File: src/rtl/des_pkg.sv
// Shared types and widths for the DES arbiter front-end and its tag FIFO.
// Imported by des_tag_fifo and des_arbiter.
package des_pkg;

  localparam int DES_BLOCK_W = 64;
  localparam int DES_KEY_W   = 64;

  typedef enum logic {
    ST_DRAIN,
    ST_RUN
  } arb_state_e;

  // Owner of an in-flight block: 0 = requester 0, 1 = requester 1.
  typedef logic req_tag_t;

endpackage

File: src/rtl/des_tag_fifo.sv
// In-order FIFO of 1-bit requester tags with occupancy count.
// Simultaneous push and pop is honoured when full or empty.
module des_tag_fifo
  import des_pkg::*;
#(
  parameter int DEPTH = 16
) (
  input  logic                       i_clk,
  input  logic                       i_rst,
  input  logic                       i_push,
  input  req_tag_t                   i_push_tag,
  input  logic                       i_pop,
  output req_tag_t                   o_pop_tag,
  output logic                       o_full,
  output logic                       o_empty,
  output logic [$clog2(DEPTH+1)-1:0] o_count
);

  localparam int PW = (DEPTH > 1) ? $clog2(DEPTH) : 1;
  localparam int CW = $clog2(DEPTH + 1);

  logic [DEPTH-1:0] mem_q, mem_d;
  logic [PW-1:0]    wr_q, wr_d;
  logic [PW-1:0]    rd_q, rd_d;
  logic [CW-1:0]    cnt_q, cnt_d;
  logic             push_ok;
  logic             pop_ok;

  function automatic logic [PW-1:0] ptr_inc(input logic [PW-1:0] p);
    return (p == PW'(DEPTH - 1)) ? '0 : p + 1'b1;
  endfunction

  assign o_empty   = (cnt_q == '0);
  assign o_full    = (cnt_q == CW'(DEPTH));
  assign o_count   = cnt_q;
  // Empty with a same-cycle push hands the new tag straight through.
  assign o_pop_tag = o_empty ? i_push_tag : mem_q[rd_q];

  always_comb begin
    push_ok = i_push & (~o_full | i_pop);
    pop_ok  = i_pop & (~o_empty | i_push);
    mem_d   = mem_q;
    wr_d    = wr_q;
    rd_d    = rd_q;
    cnt_d   = cnt_q;
    if (push_ok) begin
      mem_d[wr_q] = i_push_tag;
      wr_d        = ptr_inc(wr_q);
    end
    if (pop_ok) begin
      rd_d = ptr_inc(rd_q);
    end
    if (push_ok && !pop_ok) begin
      cnt_d = cnt_q + 1'b1;
    end else if (pop_ok && !push_ok) begin
      cnt_d = cnt_q - 1'b1;
    end
  end

  always_ff @(posedge i_clk or posedge i_rst) begin
    if (i_rst) begin
      mem_q <= '0;
      wr_q  <= '0;
      rd_q  <= '0;
      cnt_q <= '0;
    end else begin
      mem_q <= mem_d;
      wr_q  <= wr_d;
      rd_q  <= rd_d;
      cnt_q <= cnt_d;
    end
  end

endmodule

File: src/rtl/des_arbiter.sv
// Round-robin front-end sharing one pipelined DES core between two requesters.
// Optional sticky protocol checker enabled by DES_ARB_CHECK_EN.
module des_arbiter
  import des_pkg::*;
#(
  parameter int CORE_LATENCY = 16
) (
  input  logic                   i_clk,
  input  logic                   i_rst,
  input  logic                   i_req0_valid,
  output logic                   o_req0_ready,
  input  logic [DES_BLOCK_W-1:0] i_req0_data,
  input  logic [DES_KEY_W-1:0]   i_req0_key,
  input  logic                   i_req0_encrypt,
  input  logic                   i_req1_valid,
  output logic                   o_req1_ready,
  input  logic [DES_BLOCK_W-1:0] i_req1_data,
  input  logic [DES_KEY_W-1:0]   i_req1_key,
  input  logic                   i_req1_encrypt,
  output logic [DES_BLOCK_W-1:0] o_core_cleartext,
  output logic [DES_KEY_W-1:0]   o_core_key,
  output logic                   o_core_encrypt,
  output logic                   o_core_dv,
  input  logic [DES_BLOCK_W-1:0] i_core_ciphertext,
  input  logic                   i_core_dv,
  output logic                   o_rsp0_valid,
  output logic [DES_BLOCK_W-1:0] o_rsp0_data,
  output logic                   o_rsp1_valid,
  output logic [DES_BLOCK_W-1:0] o_rsp1_data,
`ifdef DES_ARB_CHECK_EN
  output logic                   o_err,
`endif
  output logic [$clog2(CORE_LATENCY+1)-1:0] o_inflight
);

  localparam int IW = $clog2(CORE_LATENCY + 1);

  arb_state_e            state_q, state_d;
  logic [IW-1:0]         drain_q, drain_d;
  req_tag_t              last_q, last_d;
  logic [DES_BLOCK_W-1:0] ct_q, ct_d;
  logic [DES_KEY_W-1:0]  key_q, key_d;
  logic                  enc_q, enc_d;
  logic                  dv_q, dv_d;
  logic                  rsp0_v_q, rsp0_v_d;
  logic                  rsp1_v_q, rsp1_v_d;
  logic [DES_BLOCK_W-1:0] rsp0_q, rsp0_d;
  logic [DES_BLOCK_W-1:0] rsp1_q, rsp1_d;

  logic     run;
  logic     win0, win1;
  logic     xfer, pop;
  logic     full, empty;
  req_tag_t gnt, pop_tag;

  des_tag_fifo #(
    .DEPTH(CORE_LATENCY)
  ) u_tag_fifo (
    .i_clk     (i_clk),
    .i_rst     (i_rst),
    .i_push    (xfer),
    .i_push_tag(gnt),
    .i_pop     (pop),
    .o_pop_tag (pop_tag),
    .o_full    (full),
    .o_empty   (empty),
    .o_count   (o_inflight)
  );

  always_comb begin
    run          = (state_q == ST_RUN);
    win0         = i_req0_valid & (~i_req1_valid | last_q);
    win1         = i_req1_valid & (~i_req0_valid | ~last_q);
    o_req0_ready = run & ~full & win0;
    o_req1_ready = run & ~full & win1;
    xfer         = o_req0_ready | o_req1_ready;
    gnt          = o_req1_ready;
    // Stale core output while draining and orphan results are both dropped.
    pop          = run & i_core_dv & ~empty;
  end

  always_comb begin
    state_d = state_q;
    drain_d = drain_q;
    if (!run) begin
      if (drain_q == IW'(CORE_LATENCY)) begin
        state_d = ST_RUN;
      end else begin
        drain_d = drain_q + 1'b1;
      end
    end
  end

  always_comb begin
    last_d   = last_q;
    ct_d     = ct_q;
    key_d    = key_q;
    enc_d    = enc_q;
    dv_d     = xfer;
    if (xfer) begin
      last_d = gnt;
      ct_d   = gnt ? i_req1_data : i_req0_data;
      key_d  = gnt ? i_req1_key : i_req0_key;
      enc_d  = gnt ? i_req1_encrypt : i_req0_encrypt;
    end
    rsp0_v_d = pop & ~pop_tag;
    rsp1_v_d = pop & pop_tag;
    rsp0_d   = rsp0_v_d ? i_core_ciphertext : rsp0_q;
    rsp1_d   = rsp1_v_d ? i_core_ciphertext : rsp1_q;
  end

  always_ff @(posedge i_clk or posedge i_rst) begin
    if (i_rst) begin
      state_q  <= ST_DRAIN;
      drain_q  <= '0;
      last_q   <= 1'b1;
      ct_q     <= '0;
      key_q    <= '0;
      enc_q    <= 1'b0;
      dv_q     <= 1'b0;
      rsp0_v_q <= 1'b0;
      rsp1_v_q <= 1'b0;
      rsp0_q   <= '0;
      rsp1_q   <= '0;
    end else begin
      state_q  <= state_d;
      drain_q  <= drain_d;
      last_q   <= last_d;
      ct_q     <= ct_d;
      key_q    <= key_d;
      enc_q    <= enc_d;
      dv_q     <= dv_d;
      rsp0_v_q <= rsp0_v_d;
      rsp1_v_q <= rsp1_v_d;
      rsp0_q   <= rsp0_d;
      rsp1_q   <= rsp1_d;
    end
  end

  assign o_core_cleartext = ct_q;
  assign o_core_key       = key_q;
  assign o_core_encrypt   = enc_q;
  assign o_core_dv        = dv_q;
  assign o_rsp0_valid     = rsp0_v_q;
  assign o_rsp1_valid     = rsp1_v_q;
  assign o_rsp0_data      = rsp0_q;
  assign o_rsp1_data      = rsp1_q;

`ifdef DES_ARB_CHECK_EN
  logic err_q, err_d;

  always_comb begin
    err_d = err_q
          | (run & i_core_dv & empty)
          | (run & full & (i_req0_valid | i_req1_valid));
  end

  always_ff @(posedge i_clk or posedge i_rst) begin
    if (i_rst) begin
      err_q <= 1'b0;
    end else begin
      err_q <= err_d;
    end
  end

  assign o_err = err_q;
`endif

endmodule
File: config.mk
export PLATFORM = sky130hd
export DESIGN_NAME = des_arbiter
export DESIGN_NICKNAME = d
export VERILOG_FILES = /design/src/rtl/des_pkg.sv /design/src/rtl/des_tag_fifo.sv /design/src/rtl/des_arbiter.sv
export SDC_FILE = /design/constraint.sdc
export NUM_CORES = 1
export LEC_CHECK = 0
export ABC_AREA = 1
export CAP_MARGIN = 20
export CORE_AREA = 2 2 232 234
export DETAILED_ROUTE_END_ITERATION = 12
export DIE_AREA = 0 0 234 236
export SYNTH_ARGS = -nofsm -noshare
export SYNTH_HDL_FRONTEND = slang
export SYNTH_SLANG_ARGS = --single-unit
File: constraint.sdc
create_clock -name i_clk -period 12.5 [get_ports i_clk]
set_input_delay 2.5 -clock i_clk [delete_from_list [all_inputs] [get_ports i_clk]]
set_output_delay 2.5 -clock i_clk [all_outputs]
set_load 0.02 [all_outputs]
==> results of run 1 <==
## cell usage after synthesis
master    count
nor2_1      144
buf_4        13
o21ai_0      50
xor2_1        8
nor2_2        1
ha_1         12
o21bai_1      1
o21ai_1     105
clkbuf_1     39
a21boi_1      1
a21oi_4       1
nand3_2       1
nand4_1     131
inv_1        31
dfstp_2       1
fa_1          1
buf_1         1
dfrtp_1     295
inv_2         5
nand2_1     442
nor3_1        1
nor2_4        1
nand3_1      32
buf_6        13
xnor2_1       3
buf_2        50
a21oi_1     136
nand2_2       3
## final cells by class
class,count,area (sq um),share of cell area [%]
Antenna cell,7,17.5,0.0850
Clock buffer,48,996,4.83
Clock inverter,13,113,0.547
Inverter,36,149,0.723
Multi-Input combinational cell,1074,4990,24.2
Sequential cell,296,7410,36.0
Tap cell,696,871,4.23
Timing Repair Buffer,609,6060,29.4
## layer usage
layer	vias up	track usage [%]
met2	529	30.1
met5	-	0
met3	100	7.11
met1	6248	22.6
li1	6173	-
met4	18	7.71
## metrics by stage
step | setup slack [ps] | hold slack [ps] | area (sq um)
floorplan | 1830 | 446 | 13200
global placement | 5900 | 454 | 19500
detailed placement | 5950 | 458 | 19500
CTS | 5950 | 473 | 20600
global route | 5880 | 490 | 20600
finish | 5950 | 469 | 20600
## sequential cells by signal, indices dropped and copies added (netlist names)
signal	cells
o_rsp0_valid	1
u_tag_fifo.rd_q	4
o_core_encrypt	1
u_tag_fifo.mem_q	16
o_rsp1_data	64
drain_q	5
o_core_cleartext	64
u_tag_fifo.o_count	5
o_core_dv	1
o_core_key	64
o_rsp1_valid	1
last_q	1
o_rsp0_data	64
u_tag_fifo.wr_q	4
run	1
## kinds of logic (layout without fill, tap and decap cells)
group           count (synthesis)  count (layout)  synth area share, %
compound gates                294             294                 11.3
xor+xnor                       11              11                0.731
fa+ha+maj                      13              13                 1.29
buf+inv                       152             706                 5.92
flops                         296             296                 56.2
other cells                     0               7                    0
simple gates                  756             756                 24.5
## placed cells by master (no fill, tap or decap), drive strengths merged
cell / n
a21boi: 1
a21oi: 137
buf: 16
bufinv: 1
clkbuf: 48
clkdlybuf4s50: 593
clkinv: 12
dfrtp: 295
dfstp: 1
diode: 7
fa: 1
ha: 12
inv: 36
nand2: 445
nand3: 33
nand4: 131
nor2: 146
nor3: 1
o21ai: 155
o21bai: 1
xnor2: 3
xor2: 8
## power by group
group	internal, W	switching (W)
logic	0.00102	0.00153
clock network	0.000581	0.000420
registers	0.00136	0.000248
total	0.00296	0.00220
## tightest hold or removal path, stage by stage, from the launching register on
cell and delay (ps):
dfrtp_1 340, nand2_1 50, nand2_1 50
## how the worst min path moves through the flow
stage / to / cells after the start / slack [ps]
after floorplan: drain_q[4] / 1 / 450
final: o_rsp1_data[40] / 2 / 470
after detailed placement: o_rsp1_data[6] / 2 / 460
after global placement: o_rsp1_data[37] / 2 / 450
after CTS: o_rsp1_data[6] / 2 / 470
after global routing: o_rsp1_data[31] / 2 / 490
==> impl_metrics.json, run 1 <==
{
  "status": "completed",
  "area_growth_pct": 56.4,
  "hold_buffers": 0,
  "crit_path_cell_trace": "clkdlybuf4s50_1 > a21boi_1 > inv_2 > nand2_2 > nor2_4 > clkdlybuf4s50_1",
  "die_w_um": 234,
  "drive_gt1_share_pct": 4.14,
  "fin_skew_ps": 19.6,
  "yosysSeqAreaShare_pct": 56.2,
  "crit_fanout": 4,
  "p_total_w": 0.00516,
  "p_leak_nw": 9.03,
  "dp.cells": 2711,
  "rr_worst_depth": 9,
  "worstMarginPinSlew_ps": 1100,
  "antenna_found_initial": 13,
  "top_layer": "met5",
  "arrival_ps": 4050,
  "vias": 13068,
  "crit_path_end": "o_req1_ready",
  "yosysUniqueCellTypes": 28,
  "gp_congestion": 0.842,
  "synth_top_area_cell": "dfrtp_1",
  "cts-htree-levels": 2,
  "cp_slowest_cell": "clkdlybuf4s50_1",
  "cp.depth": 6,
  "finalSetupViolCount": 0,
  "hold_path_class": "register to register",
  "setup.worst_path.start": "i_req1_valid",
  "synth_nets": 1862,
  "drt-initial-drc-count": 710,
  "cts_made_buffers": 35,
  "crit_required_ps": 10000,
  "synthTopCellsByArea": "dfrtp_1 (56%), nand2_1 (13%), nand4_1 (6.2%)",
  "grt_max_degree": 105,
  "hold_viol_final": 0,
  "ys_ff_latch": 296,
  "p_per_area_mw_per_mm2": 250,
  "post_cts_buffers": 0,
  "grt.overflow.total": 0,
  "die_area_sq_mm": 0.0552,
  "finalWirelength_um": 54000,
  "vdd_drop_max_v": 0.000163,
  "crit_top_cell": "clkdlybuf4s50_1",
  "syn_inst": 1522,
  "grt_pass1_wl_um": 79700,
  "max_stage_delay_ps": 610,
  "clk_path_buf_depth": 3,
  "final.period_utilization_pct": 52.4,
  "instances_no_fill": 2779,
  "avgSynthCellArea_sq_um": 8.65,
  "syn_area_sq_mm": 0.0132,
  "critPathKind": "primary input to output pin",
  "hpwl_um": 39400,
  "cap_viol_max_count": 0,
  "final-max-slew-violation-count": 0,
  "grt_pass1_vias": 12982,
  "route.met3.wl_um": 5350,
  "postLayoutCoreUtil_pct": 38.8,
  "start_util_pct": 24.8,
  "clock_latency_ps": 550,
  "drc": 0,
  "grt.total_usage_pct": 18.8,
  "ioPinCount": 594,
  "r2r_setup_slack_ps": 9220,
  "path_buf_inv": 3,
  "clkSlewWorstSetupHoldPaths_ps": 60,
  "root_buffer": "clkbuf_16",
  "rr_endpoint": "o_core_cleartext[60]",
  "r2r_start": "u_tag_fifo.o_count[3]",
  "viasPerCell": 4.70,
  "ant_nets": 0,
  "cp_top_family": "buffers and inverters",
  "wl_met1_um": 21300,
  "slew-limit-headroom_pct": 26.4,
  "period_minus_slack_ps": 6550,
  "io_buffers": 593,
  "nFillCells": 5335,
  "endpoint_kind": "output pin",
  "wl_met2_um": 25100,
  "grt_setup_unrepaired": "no",
  "hp-start": "o_rsp1_data[40]",
  "wl_per_cell_um": 19.4,
  "core_area_sq_mm": 0.0531,
  "fmax_ghz": 0.153,
  "dr.pass1.iters": 5,
  "start_kind": "primary input",
  "finalNetCount": 2392,
  "fp.dieH_um": 236,
  "cts-resized-gates": 0,
  "timing.setup.tns_ps": 0,
  "cts_tree": "yes",
  "synthDominantCellAreaShare_pct": 56.0,
  "yosys_warnings": 0,
  "cts.sinks": 296,
  "rows": 85
}
Power figures use the tool's default switching activity.
==> run 2, diff against run 1 <==
==> constraint.sdc (replaced) <==
create_clock -name i_clk -period 6.5 [get_ports i_clk]
set_input_delay 1.3 -clock i_clk [delete_from_list [all_inputs] [get_ports i_clk]]
set_output_delay 1.3 -clock i_clk [all_outputs]
set_load 0.02 [all_outputs]
==> run 2 against run 1 <==
Die area is the same. Sequential power grew 91%. Power grew 92%. Hold slack lost 1.7 ps. Sequential share of layout area shrank 0.089 points. Final area grew 0.25%. Core utilization grew 0.097 points. Wire length shrank 1.1%. Final cell count is essentially flat. Non-clock buffer count grew 3. Critical path type unchanged. Critical endpoint unchanged. Highest routed layer unchanged.
==> impl_metrics.json, run 2 (synthesis gave the netlist of run 1 again) <==
{
  "die_w_um": 234,
  "grt.total_usage_pct": 18.8,
  "die_area_sq_mm": 0.0552,
  "cts-resized-gates": 0,
  "worst_slack_ps": 2340,
  "clock_latency_ps": 540,
  "p_switching_w": 0.00421,
  "post_cts_buffers": 0,
  "rr_endpoint": "o_rsp0_data[24]",
  "fp.dieH_um": 236,
  "fmax_ghz": 0.240,
  "vdd_drop_max_v": 0.000239,
  "endpoint_kind": "output pin",
  "grt.overflow.total": 0,
  "period_minus_slack_ps": 4160,
  "cts_made_buffers": 36,
  "worstMarginPinSlew_ps": 1120,
  "final.period_utilization_pct": 64.1,
  "final-max-slew-violation-count": 0,
  "crit_required_ps": 5200,
  "netSwitchingFraction_pct": 42.4,
  "cap_viol_max_count": 0,
  "drive_gt1_share_pct": 4.09,
  "nFillCells": 5274,
  "finalNetCount": 2396,
  "hold_viol_final": 0,
  "grt_pass1_vias": 12998,
  "critPathKind": "primary input to output pin",
  "final_cell_mix": "clkdlybuf4s50_1 (593), nand2_1 (442), dfrtp_1 (295), nor2_1 (144), a21oi_1 (136)",
  "finalWirelength_um": 53400,
  "combinationalPowerShare_pct": 49.4,
  "root_buffer": "clkbuf_16",
  "worstHoldPathCells": 2,
  "p_total_w": 0.00992,
  "power_frac_clock_pct": 19.6,
  "cts-htree-levels": 2,
  "cts.sinks": 296,
  "p_leak_nw": 9.04,
  "r2r_start": "u_tag_fifo.rd_q[0]",
  "finalSetupViolCount": 0,
  "viasPerCell": 4.67,
  "crit_fanout": 4,
  "vias": 12987,
  "p_per_area_mw_per_mm2": 481,
  "status": "completed",
  "fin_area_sq_mm": 0.0207,
  "timing.setup.tns_ps": 0,
  "slew-limit-headroom_pct": 25.5,
  "core_area_sq_mm": 0.0531,
  "grt_max_degree": 104,
  "dr.pass1.iters": 5,
  "fin_skew_ps": 22.2,
  "p_int_w": 0.00572,
  "ant_nets": 0,
  "grt_pass1_wl_um": 79200,
  "placed_cell_area_sq_mm": 0.0195,
  "rr_worst_depth": 12,
  "r2r_setup_slack_ps": 3570,
  "io_buffers": 593,
  "hold_buffers": 0,
  "crit_path_end": "o_req1_ready",
  "cts_tree": "yes",
  "hold_path_class": "register to register",
  "start_kind": "primary input",
  "drt-initial-drc-count": 728,
  "drc": 0,
  "start_util_pct": 24.8,
  "antenna_found_initial": 13,
  "setup.worst_path.start": "i_req1_valid",
  "rows": 85,
  "ioPinCount": 594,
  "grt_setup_unrepaired": "no",
  "wl_per_cell_um": 19.2,
  "arrival_ps": 2860,
  "postLayoutCoreUtil_pct": 38.9,
  "clk_path_buf_depth": 3,
  "clkSlewWorstSetupHoldPaths_ps": 50,
  "dp_slack_ps": 2330,
  "hpwl_um": 38800,
  "area_growth_pct": 56.8,
  "p_seq_share_pct": 31.1,
  "gp_congestion": 0.876,
  "final_common_cell": "clkdlybuf4s50_1"
}
## run 2: cell count changes in the layout (fill, tap and decap cells not counted), moves of 2 or more
cell / previous run / this run
clkinvlp_4: 0 / 2
diode_2: 7 / 4
clkinv_4: 2 / 0
clkinv_2: 9 / 4
inv_6: 1 / 3
buf_12: 0 / 3
clkbuf_1: 7 / 10
## run 2: area by class of cell
type | instances | area, sq um | area share [%]
clock inverters | 8 | 78.8 | 0.382
repair buffers | 612 | 6120 | 29.6
diodes | 4 | 10.0 | 0.0485
multi-input cells | 1074 | 4990 | 24.2
inverters | 36 | 145 | 0.703
clock buffers | 52 | 1030 | 5.00
well taps | 696 | 871 | 4.22
flip-flops and latches | 296 | 7410 | 35.9
## run 2: worst max-delay path, cell delays in order
cell and delay (ps):
clkdlybuf4s50_1 500, a21boi_1 90, inv_2 130, nand2_2 120
nor2_4 120, clkdlybuf4s50_1 600
## run 2: how the worst min path moves through the flow
stage / start / to / slack [ps]
CTS: o_rsp1_data[39] / o_rsp1_data[39] / 470
global route: o_rsp1_data[41] / o_rsp1_data[41] / 490
floorplan: drain_q[4] / drain_q[4] / 450
finish: o_rsp1_data[39] / o_rsp1_data[39] / 470
detailed placement: o_rsp1_data[39] / o_rsp1_data[39] / 460
global placement: o_rsp1_data[60] / o_rsp1_data[60] / 450
## run 2: power by group through the flow
stage / combinational [W] / sequential (W) / clock, W
final: 0.00490 / 0.00308 / 0.00194
after global routing: 0.00534 / 0.00318 / 0.00207
after CTS: 0.00497 / 0.00309 / 0.00200
after detailed placement: 0.00495 / 0.00311 / 0
after global placement: 0.00490 / 0.00309 / 0
after floorplan: 0.00192 / 0.00387 / 0
## run 2: layer usage
layer  GRT usage [%]  up-vias  routed length, um
met5               0        -                124
li1                -     6171                  -
met4            8.21       18               2360
met1            22.4     6149              20900
met2            29.7      535              24400
met3            7.40      114               5570
## run 2: per-stage QoR
step | std cells | hold WS, ps
after floorplan | 1522 | 446
after global placement | 2713 | 454
after detailed placement | 2714 | 457
after CTS | 2774 | 471
after global routing | 2778 | 488
final | 2778 | 467
==> run 3, diff against run 2 <==
==> constraint.sdc (replaced) <==
create_clock -name i_clk -period 4.1 [get_ports i_clk]
set_input_delay 0.82 -clock i_clk [delete_from_list [all_inputs] [get_ports i_clk]]
set_output_delay 0.82 -clock i_clk [all_outputs]
set_load 0.02 [all_outputs]
==> run 3 against run 2 <==
Critical path depth did not move. Via count rose by 0.77%. Sequential cell count unchanged. Non-clock buffer count increased by 1. Sequential share of layout area down 0.36 points. Combinational power up 61%. Sequential power up 59%. Hold slack improved by 5.3 ps. Largest power group unchanged.
==> impl_metrics.json, run 3 (synthesis gave the netlist of run 1 again) <==
{
  "rows": 85,
  "drt-initial-drc-count": 694,
  "hold-worst-slack_ps": 472,
  "crit_path_end": "o_req1_ready",
  "gp_congestion": 0.850,
  "fin_area_sq_mm": 0.0209,
  "r2r_setup_slack_ps": 1590,
  "final_common_cell": "clkdlybuf4s50_1",
  "slew-limit-headroom_pct": 46.5,
  "final.period_utilization_pct": 80.8,
  "p_leak_nw": 9.14,
  "cts_tree": "yes",
  "cts-resized-gates": 0,
  "crit_required_ps": 3280,
  "finalWirelength_um": 53900,
  "grt.total_usage_pct": 18.8,
  "fmax_ghz": 0.302,
  "viasPerCell": 4.71,
  "clock_latency_ps": 530,
  "power_frac_clock_pct": 20.2,
  "vias": 13087,
  "worstMarginPinSlew_ps": 803,
  "multi_input_area_sq_mm": 0.00499,
  "hpwl_um": 39100,
  "endpoint_kind": "output pin",
  "netSwitchingFraction_pct": 42.0,
  "drc": 0,
  "critPathKind": "primary input to output pin",
  "grtUsageMet3_pct": 6.49,
  "drive_gt1_share_pct": 4.33,
  "dp.cells": 2715,
  "use_met2_pct": 30.3,
  "dr.pass1.iters": 5,
  "postLayoutCoreUtil_pct": 39.3,
  "clk_path_buf_depth": 3,
  "grt_pass1_vias": 12975,
  "area_growth_pct": 58.4,
  "clkSlewWorstSetupHoldPaths_ps": 50,
  "crit_fanout": 4,
  "start_util_pct": 24.8,
  "top_usage_layer": "met2",
  "grt.overflow.total": 0,
  "arrival_ps": 2490,
  "period_minus_slack_ps": 3310,
  "cts-htree-levels": 2,
  "status": "completed",
  "nFillCells": 5307,
  "die_w_um": 234,
  "ioPinCount": 594,
  "start_kind": "primary input",
  "setup.worst_path.start": "i_req1_valid",
  "rr_worst_depth": 7,
  "use_met1_pct": 23.2,
  "rr_endpoint": "o_rsp1_data[19]",
  "wl_per_cell_um": 19.4,
  "finalNetCount": 2398,
  "io_buffers": 593,
  "final_cell_mix": "clkdlybuf4s50_1 (593), nand2_1 (442), dfrtp_1 (295), nor2_1 (144), a21oi_1 (136)",
  "r2r_start": "u_tag_fifo.o_count[0]",
  "hold_viol_final": 0,
  "core_area_sq_mm": 0.0531,
  "vdd_drop_max_v": 0.000500,
  "combinationalPowerShare_pct": 49.2,
  "die_area_sq_mm": 0.0552,
  "p_per_area_mw_per_mm2": 767,
  "fin_skew_ps": 14.2,
  "grt_setup_unrepaired": "no",
  "cts.sinks": 296,
  "grt_pass1_wl_um": 79800,
  "p_seq_share_pct": 30.6,
  "hold_path_class": "register to register",
  "post_cts_buffers": 0,
  "grt_max_degree": 131,
  "seqCellArea_sq_mm": 0.00741,
  "p_int_w": 0.00928,
  "ant_nets": 0,
  "antenna_found_initial": 13,
  "final-max-slew-violation-count": 0,
  "root_buffer": "clkbuf_16",
  "finalSetupViolCount": 0,
  "cap_viol_max_count": 0,
  "p_switching_w": 0.00671,
  "cts_made_buffers": 37,
  "placed_cell_area_sq_mm": 0.0197,
  "hold_buffers": 0,
  "instances_no_fill": 2778,
  "timing.setup.tns_ps": 0,
  "fp.dieH_um": 236
}
==> run 3: how the worst min path moves through the flow <==
stage                      endpoint             from  cells after the start  slack, ps
floorplan                drain_q[4]       drain_q[4]                      1        450
global placement    o_rsp1_data[39]  o_rsp1_data[39]                      2        450
detailed placement  o_rsp1_data[22]  o_rsp1_data[22]                      2        460
CTS                 o_rsp1_data[22]  o_rsp1_data[22]                      2        470
global route        o_rsp1_data[53]  o_rsp1_data[53]                      2        500
finish              o_rsp1_data[31]  o_rsp1_data[31]                      2        470
==> run 3: final cells by class <==
type                            instances  share of cell area (%)
Tap cell                              696                    4.17
Multi-Input combinational cell       1074                    23.9
Clock buffer                           55                    5.40
Inverter                               36                   0.696
Clock inverter                          6                   0.324
Antenna cell                            2                  0.0240
Timing Repair Buffer                  613                    30.0
Sequential cell                       296                    35.5
==> run 3: layer usage <==
metal  wire length (um)  vias up
met5                132        -
met4               1970       20
met3               5020       98
met2              25200      551
met1              21600     6234
li1                   -     6184
==> run 3: power by group through the flow <==
stage          Sequential, W  Clock (W)  Combinational (W)
2_1_floorplan        0.00614          0            0.00304
3_3_place_gp         0.00489          0            0.00785
3_5_place_dp         0.00493          0            0.00794
4_1_cts              0.00489    0.00333            0.00797
5_1_grt              0.00503    0.00346            0.00853
6_report             0.00489    0.00323            0.00787
==> run 3: stage by stage <==
step                      total power, W  setup slack (ps)
after floorplan                  0.00918              -650
after global placement            0.0127               792
after detailed placement          0.0129               783
after CTS                         0.0162               790
after global routing              0.0170               719
final                             0.0160               788
==> run 3: worst max-delay path, cell delays in order <==
cell	delay, ps
clkdlybuf4s50_1	500
a21boi_1	80
inv_2	130
nand2_2	120
nor2_4	200
clkdlybuf4s50_1	640
